[src/rtl/uart_rx_sampler_if.sv]
// Receive-side consumer bundle: byte, status flags and the read strobe.
// The master side is the receiver and the slave side is the FIFO/register consumer.
interface uart_rx_sampler_if #(
    parameter int DATA_BITS = 8
);
    logic [DATA_BITS-1:0] Data_o;
    logic                 DataValid_o;
    logic                 FrameErr_o;
    logic                 ParityErr_o;
    logic                 Overrun_o;
    logic                 Busy_o;
    logic                 DataRead_i;
    logic [2:0]           state_dbg;

    // Handshake: DataValid_o stays high until a one-clk DataRead_i is seen while it is high.
    // A completion in that same cycle reloads the byte and keeps DataValid_o high.
    modport master (
        output Data_o, DataValid_o, FrameErr_o, ParityErr_o, Overrun_o, Busy_o, state_dbg,
        input  DataRead_i
    );

    modport slave (
        input  Data_o, DataValid_o, FrameErr_o, ParityErr_o, Overrun_o, Busy_o, state_dbg,
        output DataRead_i
    );
endinterface

[src/rtl/uart_rx_sampler.sv]
// UART receive front end: 8x-oversampled, 3-sample majority vote, LSB-first deserialiser.
// Optional parity bit is compiled in with the UART_RX_PARITY_EN macro.
module uart_rx_sampler #(
    parameter int DATA_BITS   = 8,
    parameter int SYNC_STAGES = 2
) (
    input  logic clk,
    input  logic rst,
    input  logic AcqSig_i,
    input  logic RxEn_i,
`ifdef UART_RX_PARITY_EN
    input  logic ParityOdd_i,
`endif
    input  logic Rx_i,
    uart_rx_sampler_if.master bus
);
    typedef enum logic [2:0] {S_IDLE, S_START, S_DATA, S_PARITY, S_STOP} state_t;

    localparam logic [3:0] LAST_BIT = 4'(DATA_BITS - 1);

    state_t               state_q, state_d;
    logic [SYNC_STAGES-1:0] sync_q;
    logic                 rx_s;
    logic                 prev_q;
    logic [2:0]           tick_q;
    logic [3:0]           bit_q;
    logic                 s2_q, s3_q, maj_q;
    logic [DATA_BITS-1:0] shift_q;
    logic                 done_q, stop_q, par_err_q;
    logic                 maj_now;
    logic                 bit_end, mid_tick;

    assign rx_s     = sync_q[SYNC_STAGES-1];
    assign maj_now  = (s2_q & s3_q) | (s2_q & rx_s) | (s3_q & rx_s);
    assign bit_end  = AcqSig_i && (tick_q == 3'd7);
    assign mid_tick = AcqSig_i && (tick_q == 3'd4);

    always_ff @(posedge clk or negedge rst) begin
        if (!rst) state_q <= S_IDLE;
        else      state_q <= state_d;
    end

    always_comb begin
        state_d = state_q;
        if (!RxEn_i) begin
            state_d = S_IDLE;
        end else begin
            case (state_q)
                S_IDLE:   if (AcqSig_i && prev_q && !rx_s) state_d = S_START;
                S_START:  if (bit_end) state_d = maj_q ? S_IDLE : S_DATA;
                S_DATA: begin
                    if (bit_end && bit_q == LAST_BIT) begin
`ifdef UART_RX_PARITY_EN
                        state_d = S_PARITY;
`else
                        state_d = S_STOP;
`endif
                    end
                end
                S_PARITY: if (bit_end) state_d = S_STOP;
                S_STOP:   if (mid_tick) state_d = S_IDLE;
                default:  state_d = S_IDLE;
            endcase
        end
    end

    always_ff @(posedge clk or negedge rst) begin
        if (!rst) begin
            sync_q    <= '1;
            prev_q    <= 1'b1;
            tick_q    <= 3'd0;
            bit_q     <= 4'd0;
            s2_q      <= 1'b0;
            s3_q      <= 1'b0;
            maj_q     <= 1'b0;
            shift_q   <= '0;
            done_q    <= 1'b0;
            stop_q    <= 1'b0;
            par_err_q <= 1'b0;
        end else begin
            sync_q <= {sync_q[SYNC_STAGES-2:0], Rx_i};
            done_q <= 1'b0;
            if (!RxEn_i) begin
                tick_q <= 3'd0;
                bit_q  <= 4'd0;
                prev_q <= 1'b1;
            end else if (AcqSig_i) begin
                if (state_q == S_IDLE) begin
                    // The edge tick itself is tick 0 of the start bit.
                    prev_q <= rx_s;
                    tick_q <= (prev_q && !rx_s) ? 3'd1 : 3'd0;
                end else begin
                    tick_q <= tick_q + 3'd1;
                    if (tick_q == 3'd2) s2_q  <= rx_s;
                    if (tick_q == 3'd3) s3_q  <= rx_s;
                    if (tick_q == 3'd4) maj_q <= maj_now;
                    case (state_q)
                        S_START: if (tick_q == 3'd7) bit_q <= 4'd0;
                        S_DATA: begin
                            if (tick_q == 3'd7) begin
                                shift_q <= {maj_q, shift_q[DATA_BITS-1:1]};
                                bit_q   <= bit_q + 4'd1;
                            end
                        end
`ifdef UART_RX_PARITY_EN
                        S_PARITY: if (tick_q == 3'd7) par_err_q <= maj_q ^ (^shift_q) ^ ParityOdd_i;
`endif
                        S_STOP: begin
                            // Finish half a bit early so a back-to-back start edge is not missed.
                            if (tick_q == 3'd4) begin
                                done_q <= 1'b1;
                                stop_q <= maj_now;
                                prev_q <= maj_now;
                                tick_q <= 3'd0;
                            end
                        end
                        default: ;
                    endcase
                end
            end
        end
    end

    always_ff @(posedge clk or negedge rst) begin
        if (!rst) begin
            bus.Data_o      <= '0;
            bus.DataValid_o <= 1'b0;
            bus.FrameErr_o  <= 1'b0;
            bus.ParityErr_o <= 1'b0;
            bus.Overrun_o   <= 1'b0;
        end else begin
            if (bus.DataRead_i && bus.DataValid_o) begin
                bus.DataValid_o <= 1'b0;
                bus.Overrun_o   <= 1'b0;
            end
            if (done_q) begin
                bus.Data_o      <= shift_q;
                bus.FrameErr_o  <= ~stop_q;
                bus.ParityErr_o <= par_err_q;
                bus.DataValid_o <= 1'b1;
                if (bus.DataValid_o && !bus.DataRead_i) bus.Overrun_o <= 1'b1;
            end
        end
    end

    assign bus.Busy_o    = (state_q != S_IDLE);
    assign bus.state_dbg = state_q;
endmodule

[src/flat_wrapper.sv]
// flat-port wrapper written by rule: the top's interface ports become plain ports
module uart_rx_sampler_flat 
#(
    parameter int DATA_BITS   = 8,
    parameter int SYNC_STAGES = 2
)
  (clk, rst, AcqSig_i, RxEn_i, Rx_i, bus_Data_o, bus_DataValid_o, bus_FrameErr_o, bus_ParityErr_o, bus_Overrun_o, bus_Busy_o, bus_state_dbg, bus_DataRead_i);
  uart_rx_sampler_if #(.DATA_BITS(DATA_BITS)) bus_i ();
  input  logic clk;
  input  logic rst;
  input  logic AcqSig_i;
  input  logic RxEn_i;
  input  logic Rx_i;
  output wire logic [$bits(bus_i.Data_o)-1:0] bus_Data_o;
  output wire logic [$bits(bus_i.DataValid_o)-1:0] bus_DataValid_o;
  output wire logic [$bits(bus_i.FrameErr_o)-1:0] bus_FrameErr_o;
  output wire logic [$bits(bus_i.ParityErr_o)-1:0] bus_ParityErr_o;
  output wire logic [$bits(bus_i.Overrun_o)-1:0] bus_Overrun_o;
  output wire logic [$bits(bus_i.Busy_o)-1:0] bus_Busy_o;
  output wire logic [$bits(bus_i.state_dbg)-1:0] bus_state_dbg;
  input wire logic [$bits(bus_i.DataRead_i)-1:0] bus_DataRead_i;
  assign bus_Data_o = bus_i.Data_o;
  assign bus_DataValid_o = bus_i.DataValid_o;
  assign bus_FrameErr_o = bus_i.FrameErr_o;
  assign bus_ParityErr_o = bus_i.ParityErr_o;
  assign bus_Overrun_o = bus_i.Overrun_o;
  assign bus_Busy_o = bus_i.Busy_o;
  assign bus_state_dbg = bus_i.state_dbg;
  assign bus_i.DataRead_i = bus_DataRead_i;
  uart_rx_sampler #(.DATA_BITS(DATA_BITS), .SYNC_STAGES(SYNC_STAGES)) u_core (.clk(clk), .rst(rst), .AcqSig_i(AcqSig_i), .RxEn_i(RxEn_i), .Rx_i(Rx_i), .bus(bus_i));
endmodule
[config.mk]
export PLATFORM = sky130hd
export DESIGN_NAME = uart_rx_sampler_flat
export DESIGN_NICKNAME = d
export VERILOG_FILES = /design/src/rtl/uart_rx_sampler_if.sv /design/src/rtl/uart_rx_sampler.sv /design/src/flat_wrapper.sv
export SDC_FILE = /design/constraint.sdc
export NUM_CORES = 1
export LEC_CHECK = 0
export CORE_MARGIN = 4
export CORE_UTILIZATION = 54
export CTS_CLUSTER_DIAMETER = 120
export DETAILED_ROUTE_END_ITERATION = 10
export GPL_ROUTABILITY_DRIVEN = 0
export PLACE_DENSITY_LB_ADDON = 0.05
export SKIP_LAST_GASP = 1
export SLEW_MARGIN = 20
export SYNTH_ARGS = -nofsm -noshare
export SYNTH_HDL_FRONTEND = slang
export SYNTH_SLANG_ARGS = --single-unit
[constraint.sdc]
create_clock -name clk -period 2.2 [get_ports clk]
set_input_delay 0.44 -clock clk [delete_from_list [all_inputs] [get_ports clk]]
set_output_delay 0.44 -clock clk [all_outputs]
set_load 0.02 [all_outputs]
# ---- Yosys cells after proc, flatten, opt, wreduce, memory -nomap -nowiden
# Index checks and enable logic that the tools add are counted.
dict set report op_classes {
  eq_ne 21
  mul 0
  n_addsub 2
  n_reduce_logical 21
  bitwise 7
  mux 35
  n_div 0
  n_lt_le_gt_ge 0
  n_shift 0
}
# cell n
set op_table {}
lappend op_table {{two-way mux 3 bit} 11}
lappend op_table {{!= test 3 x 2 -> 1 bit, second input constant} 7}
lappend op_table {{two-way mux 4 bit} 5}
lappend op_table {{AND reduction 5 bit} 4}
lappend op_table {{two-way mux 1 bit} 16}
lappend op_table {{one-hot mux 3 bit (5 select lines)} 1}
lappend op_table {{== test 3 x 2 -> 1 bit, second input constant} 4}
lappend op_table {{AND reduction 4 bit} 3}
lappend op_table {{== test 3 bit, second input constant} 3}
lappend op_table {{!= test 3 x 1 -> 1 bit, second input constant} 3}
lappend op_table {{logical AND 1 bit} 8}
lappend op_table {{one-hot mux 4 bit (2 select lines)} 1}
lappend op_table {{adder 4 x 1 -> 4 bit, second input constant} 1}
lappend op_table {{== test 4 x 3 -> 1 bit, second input constant} 1}
lappend op_table {{!= test 2 bit, second input constant} 2}
lappend op_table {{adder 3 x 1 -> 3 bit, second input constant} 1}
lappend op_table {{AND 1 bit} 3}
lappend op_table {{== test 3 x 1 -> 1 bit, second input constant} 1}
lappend op_table {{logical NOT 3 bit} 1}
lappend op_table {{AND reduction 3 bit} 1}
lappend op_table {{nonzero test 3 bit} 1}
lappend op_table {{logical NOT 1 bit} 2}
lappend op_table {{two-way mux 2 bit} 1}
lappend op_table {{inverter 1 bit} 2}
lappend op_table {{2 further kinds} 3}
dict set report totals {
  latchBits 0
  reg_bits 38
  in_bits 6
  n_memories 0
  mem_bits_rw 0
  romBits 0
  output_inout_bits 16
  wordCells 102
}

# ---- Depth between registers and ports, before layout
# Gate-level depths: netlist of run 1.
dict set report depth {
  word_depth 8
  mapped_depth 6
  depth_no_buf 6
}

# ---- Worst setup path before layout of run 1
# OpenSTA, ideal clock, no wires.
dict set report synth_path {
  path_type {reg-to-reg}
  start {register u_core.state_q[0] (netlist: u_core.bus.state_dbg[0])}
  end {register u_core.shift_q[0]}
  t_required_ns 2.072
  arrival_ns 1.556
  setup_slack_ns 0.516
  n_path_buf 2
  setup_time_ns 0.128
  period_less_slack_ns 1.684
  stages_incl_launch_ff 6
  path_cell_list {dfrtp_1 > buf_4 > nor3b_4 > and4_1 > buf_2 > mux2_1}
}
dict set report synth_via {
  elab_chain_cells 3
  elab_cells_between_ends 4
  cone_classes {1 x eq/ne; 1 x bitwise; 2 x reduce/logical}
}
# element line
set synth_lines {}
lappend synth_lines {{start, declared} uart_rx_sampler.sv:21} ;# state_t state_q, state_d;
lappend synth_lines {{start signal, assigned} uart_rx_sampler.sv:40} ;# else state_q <= state_d;
lappend synth_lines {{logical NOT 3 bit} uart_rx_sampler.sv:88} ;# if (state_q == S_IDLE) begin
lappend synth_lines {{inverter 1 bit (no line)} n/a}
lappend synth_lines {{AND reduction 5 bit (no line) (*)} n/a}
lappend synth_lines {{end signal, assigned} uart_rx_sampler.sv:101} ;# shift_q <= {maj_q, shift_q[DATA_BITS-1:1]};
lappend synth_lines {{end, declared} uart_rx_sampler.sv:28} ;# logic [DATA_BITS-1:0] shift_q;
# Mark *: on every way between the ends. The rest lies on a longest branch, timed or not.
# A chain may end at the register's enable or synchronous reset.

# ---- Worst setup path in the final report of run 1
dict set report layout_path {
  start {register u_core.state_q[1] (netlist: u_core.bus.state_dbg[1])}
  end {output port bus_Busy_o}
}
dict set report layout_via {
  elab_chain_cells 1
}
# element line
set layout_lines {}
lappend layout_lines {{nonzero test 3 bit} uart_rx_sampler.sv:146} ;# assign bus.Busy_o = (state_q != S_IDLE);
lappend layout_lines {{end, declared} flat_wrapper.sv:19} ;# output wire logic [$bits(bus_i.Busy_o)-1:0] bus_Busy_o;
# No other way between the ends.

==> results by group, run 1 <==
Power
  – Pwr/cell area: 751 nW/um^2
  – Tot Pwr: 1590 uW
  – Net Sw Frac: 33.6%
  – P_sw: 536 uW
  – Maximum vdd drop: 518 uV
  – Clock group share of total power: 22.6%
  – Cell-internal power: 1060 uW
  – P_leak: 0.00102 uW
  – Sequential power share: 46.5%
  – Comb pwr share: 31.0%

GRT
  – Largest net degree at the start of global routing: 38
  – Antenna violations before repair: 0
  – First-pass GRT wire length: 5780 um
  – Number of global-route vias before repair: 1256
  – Gr usage total: 17.6%
  – Total gr overflow: 0

Synth
  – Yosys cell types: 48
  – Post-synthesis adder-cell area fraction: 4.71%
  – Area contributors post-synth: dfrtp_1 47%, mux2_1 6.9%, mux2_2 5.6%
  – Simple-gate portion of the synthesized area: 15.5%
  – Post-synthesis sequential area ratio: 51.5%
  – Synth Instances: 151
  – Yosys warns: 1
  – Mapped Avg Cell Area: 12.0 sq um
  – Post-synth net total: 163
  – Largest family of logic cells by synthesized area: simple AND/OR/NAND/NOR gates
  – Mux contribution to synthesized area: 14.7%
  – XOR/XNOR Fraction of Synth Area: 0.485%
  – Post-synth top area cell: dfrtp_1
  – Seq cells post-synth: 37
  – Synth Area in Compound Gates: 8.45%
  – Synth Cell Area: 1810 sq um
  – Top-area cell type share of the netlist area: 47.1%

Job
  – Max-cap violation count: 0

Timing
  – Setup violators final: 0
  – Fmax achieved: 480 MHz
  – Final Max Slew Viols: 0
  – Final hold violation count: 0
  – Period utilization: 94.7%
  – Clk_skew: 10.4 ps
  – RSZ-0062 raised after global routing: no
  – Setup TNS: 0 ps
  – Minimum clock period: 2080 ps

Drt
  – First-pass detailed-route iteration total: 4
  – Avg Vias per Cell: 5.54
  – Via count: 1230
  – Final wirelength: 3210 um
  – WL per Instance: 14.5 um
  – Post-DRT Antenna Nets: 0
  – DRC: 0
  – 1st-iter DRT viols: 46

Clock network
  – # resized after CTS: 0
  – Cts bufs inserted: 5
  – Root Driver: clkbuf_4
  – CTS tree: built
  – CTS clk-pin slew, worst paths: 120 ps
  – Clk Latency, worst-skew pair: 330 ps
  – Sinks on the clock net: 37
  – Hold_buf cts: 0
  – CTS H-tree lvls: 2
  – Clock Tree Buf Depth: 2
  – # Post-CTS Setup Buffers: 0

Floorplanning
  – Top Ports: 22
  – Std-Cell Rows: 20
  – Die Ht: 65.8 um
  – Die area: 4330 sq um
  – Core footprint: 3130 sq um
  – Initial Util: 57.7%
  – Die width: 65.8 um

Worst setup path
  – CP endpoint kind: primary output
  – Setup CP Type: reg2out
  – Worst Path Arrival: 1640 ps
  – CP Data Required Time: 1760 ps
  – CP max FO: 4
  – Crit path launch type: flip-flop
  – R2R depth: 6

Finish
  – Area grow syn2layout: 17.7%
  – Layout cells sized above 1: 19.7%
  – Final nets: 189
  – Antenna Diode Count: 0

Worst hold path
  – Min-Delay Path Depth: 0
  – Hold Path Class: reg2reg

Placed design
  – Port bufs: 20
  – Dpl hpwl: 2320 um

Status
  – Status: finished clean
[power by group through the flow]
| stage | Clock (uW) | Combinational [uW] | Sequential [uW] |
|---|---|---|---|
| after floorplan | 0 | 315 | 769 |
| after global placement | 0 | 483 | 752 |
| after detailed placement | 0 | 495 | 754 |
| after CTS | 377 | 498 | 741 |
| after global routing | 413 | 541 | 747 |
| final | 360 | 494 | 741 |
[layout by cell type (no fill, tap or decap), types with 2 or more instances in the layout]
| master | n |
|---|---|
| mux2i_1 | 4 |
| ha_1 | 6 |
| a21o_1 | 2 |
| nor2_1 | 5 |
| buf_4 | 8 |
| nand3_1 | 6 |
| dfstp_2 | 3 |
| a21oi_1 | 3 |
| or4_1 | 2 |
| inv_1 | 6 |
| clkdlybuf4s50_1 | 20 |
| o21ai_0 | 3 |
| nand2_1 | 14 |
| nand3b_1 | 3 |
| mux2_2 | 9 |
| clkbuf_4 | 5 |
| nand4_1 | 3 |
| dfrtp_1 | 34 |
| mux2_1 | 11 |
[flip-flops by register name (all words and copies together) (netlist names), named ones only]
register	cells
u_core.tick_q	3
u_core.stop_q	1
u_core.s2_q	1
u_core.sync_q	2
u_core.maj_q	1
u_core.bus.Data_o	8
u_core.bus.DataValid_o	1
u_core.bit_q	4
u_core.bus.state_dbg	3
u_core.bus.FrameErr_o	1
u_core.s3_q	1
u_core.shift_q	8
u_core.prev_q	1
u_core.done_q	1
[path summary, 6_finish.rpt]
path | slack, ps | to | start
max in group asynchronous | 1350 | u_core.prev_q | rst
worst max register to register | 410 | u_core.bit_q[3] | u_core.tick_q[0]
worst min register to register | 360 | u_core.sync_q[1] | u_core.sync_q[0]
worst min-delay path | 360 | u_core.sync_q[1] | u_core.sync_q[0]
min in group asynchronous | 500 | u_core.bus.Data_o[4] | rst
worst max-delay path | 120 | bus_Busy_o | u_core.bus.state_dbg[1]
[routing by layer]
layer	track usage, %	vias up	wire [um]
li1	-	584	-
met1	22.3	609	1440
met2	28.9	31	1570
met3	4.76	6	147
met4	6.22	0	46
met5	0	-	0
[cell usage after synthesis, drive strengths merged]
cell / instances
maj3: 1
nor2b: 1
a21bo: 1
and3: 1
nand4b: 1
nor4b: 1
or4: 2
a21oi: 3
mux2: 20
a22o: 1
nand3: 6
a21o: 2
or3b: 1
o21a: 1
o311ai: 1
dfstp: 3
and2: 1
a211oi: 1
o31ai: 1
o21ai: 3
nor2: 6
dfrtp: 34
nor3: 2
clkbuf: 3
ha: 6
a311oi: 2
inv: 7
nand2: 14
xnor2: 1
buf: 6
conb: 1
o21bai: 1
nor3b: 2
mux2i: 4
a21boi: 2
and4: 1
nand4: 3
nand3b: 4
[final cells by class]
type | instances | area, sq um
repair buffers | 28 | 260
fillers | 247 | 1000
clock inverters | 3 | 21.3
flip-flops and latches | 37 | 930
inverters | 7 | 26.3
multi-input cells | 98 | 795
well taps | 44 | 55.1
clock buffers | 5 | 37.5
[critical path, cell delays in order, from the launching register on]
cell	delay, ps
dfrtp_1	410
nor3_2	260
inv_2	90
clkdlybuf4s50_1	550
[stage by stage]
step | hold WS, ps | instance area (sq um) | util [%] | setup slack [ps] | std cells
global placement | 347 | 2070 | 66.0 | 164 | 214
global route | 377 | 2120 | 67.9 | 18.2 | 222
detailed placement | 349 | 2070 | 66.0 | 137 | 214
finish | 364 | 2120 | 67.9 | 118 | 222
floorplan | 144 | 1810 | - | 516 | 151
CTS | 366 | 2120 | 67.9 | 105 | 222
[cell families (layout without fill, tap and decap cells)]
| group | count (synthesis) | count (layout) |
|---|---|---|
| adders and majority gates | 7 | 7 |
| muxes | 24 | 24 |
| buffers and inverters | 16 | 43 |
| other | 1 | 1 |
| AOI/OAI and AO/OA | 19 | 19 |
| xor gates and xnor gates | 1 | 1 |
| and+or+nand+nor | 46 | 46 |
| DFF | 37 | 37 |
No activity file was read; power rests on OpenSTA's default activity.
==> run 2: changes to the inputs <==
Settings changed: CAP_MARGIN from default to 10, RECOVER_POWER from default to 50.
==> run 2 against run 1 <==
Compared with the run above: critical path depth unchanged; maximum frequency unchanged; power hardly changed; count of clock-buffer cells in the layout stayed put; design area shrank 0.12%; global-route usage unchanged; die area did not move; critical path type unchanged; critical endpoint unchanged; largest cell class unchanged.
==> results by group, run 2 (synthesis gave the netlist of run 1 again) <==
Status
  – Status: finished clean

Power
  – Maximum vdd drop: 518 uV
  – Pwr/cell area: 751 nW/um^2
  – P_leak: 0.00102 uW
  – Tot Pwr: 1590 uW

Finish
  – Top flop regs: u_core.bus.Data_o: 8 flops, u_core.shift_q: 8 flops, u_core.bit_q: 4 flops
  – Most frequent cells in the layout: 34 x dfrtp_1, 18 x clkdlybuf4s50_1, 14 x nand2_1
  – Antenna Diode Count: 0
  – Layout cells sized above 1: 19.7%
  – FILL cells: 248
  – Multi-input gate area: 795 sq um
  – Most common cell after layout, fill and taps aside: dfrtp_1
  – Seq. cell area: 930 sq um
  – Final nets: 189
  – Area grow syn2layout: 17.5%

Drt
  – Post-DRT Antenna Nets: 0
  – Final wirelength: 3210 um
  – First-pass detailed-route iteration total: 4
  – 1st-iter DRT viols: 46
  – Avg Vias per Cell: 5.54
  – WL per Instance: 14.5 um
  – Top layer in use: met4
  – Met3 wire length: 147 um
  – Via count: 1230
  – Post-Route M1 WL: 1440 um
  – Met2 wire len: 1570 um
  – DRC: 0

Worst setup path
  – R2R depth: 6
  – Setup CP Type: reg2out
  – Crit path launch type: flip-flop
  – CP endpoint kind: primary output
  – Worst Path Arrival: 1640 ps
  – CP Cell Sequence: nor3_2 > inv_2 > clkdlybuf4s50_1
  – Crit path depth: 3
  – Top delay family on crit path: buffers and inverters
  – Critical path's largest stage delay: 550 ps
  – Critical Path Slowest Stage Cell: clkdlybuf4s50_1
  – CP max FO: 4
  – CP Data Required Time: 1760 ps
  – Worst path bufs/invs: 2

Floorplanning
  – Die width: 65.8 um
  – Std-Cell Rows: 20
  – Initial Util: 57.7%
  – Top Ports: 22
  – Core footprint: 3130 sq um
  – Die area: 4330 sq um
  – Die Ht: 65.8 um

Clock network
  – # resized after CTS: 0
  – Hold_buf cts: 0
  – Cts bufs inserted: 5
  – CTS H-tree lvls: 2
  – # Post-CTS Setup Buffers: 0
  – CTS tree: built
  – CTS clk-pin slew, worst paths: 120 ps
  – Clock Tree Buf Depth: 2
  – Root Driver: clkbuf_4
  – Sinks on the clock net: 37
  – Clk Latency, worst-skew pair: 330 ps

Timing
  – Final hold violation count: 0
  – Relative max-transition margin: 41.4%
  – Period utilization: 94.7%
  – Setup violators final: 0
  – RSZ-0062 raised after global routing: no
  – Fmax achieved: 480 MHz
  – Setup TNS: 0 ps
  – Clk_skew: 10.4 ps
  – Minimum clock period: 2080 ps
  – Worst hold slack: 364 ps
  – Final Max Slew Viols: 0
  – Least-Margin Pin Slew: 878 ps

GRT
  – Total gr overflow: 0
  – First-pass GRT wire length: 5780 um
  – Antenna violations before repair: 0
  – Gr usage total: 17.6%
  – Largest net degree at the start of global routing: 38
  – Number of global-route vias before repair: 1256

Worst hold path
  – Min-Delay Path Depth: 0
  – Hold Path Class: reg2reg

Job
  – Max-cap violation count: 0

Placed design
  – Port bufs: 20
  – Dpl hpwl: 2320 um
## run 2: area by class of cell
cell class                      instances  area share, %
Clock buffer                            5           1.77
Clock inverter                          3           1.00
Inverter                                7           1.24
Multi-Input combinational cell         98           37.4
Sequential cell                        37           43.8
Tap cell                               44           2.59
Timing Repair Buffer                   28           12.1
## run 2: report_power, final
part | leakage [uW] | switching, uW | internal [uW]
Sequential | 0.000500 | 23.6 | 717
Clock | 0.0000316 | 233 | 126
Combinational | 0.000484 | 279 | 214
## run 2: final timing paths
kind / slack (ps) / to / startpoint
min in group asynchronous: 730 / u_core.bus.Data_o[4] / rst
max in group asynchronous: 920 / u_core.s2_q / rst
setup / recovery: 120 / bus_Busy_o / u_core.bus.state_dbg[1]
hold / removal: 360 / u_core.sync_q[1] / u_core.sync_q[0]
hold reg to reg: 360 / u_core.sync_q[1] / u_core.sync_q[0]
setup reg to reg: 410 / u_core.bit_q[3] / u_core.tick_q[0]
## run 2: metal layers
layer  up-vias  global-route usage (%)
li1        584                       -
met1       609                    22.3
met2        31                    28.9
met3         6                    4.76
met4         0                    6.22
met5         -                       0
## run 2: stage by stage
stage	setup slack [ps]	std cells	utilization, %	cell area, sq um
floorplan	516	151	-	1810
global placement	164	214	66.0	2070
detailed placement	137	214	66.0	2070
CTS	105	222	67.9	2120
global route	18.2	222	67.8	2120
finish	118	222	67.8	2120
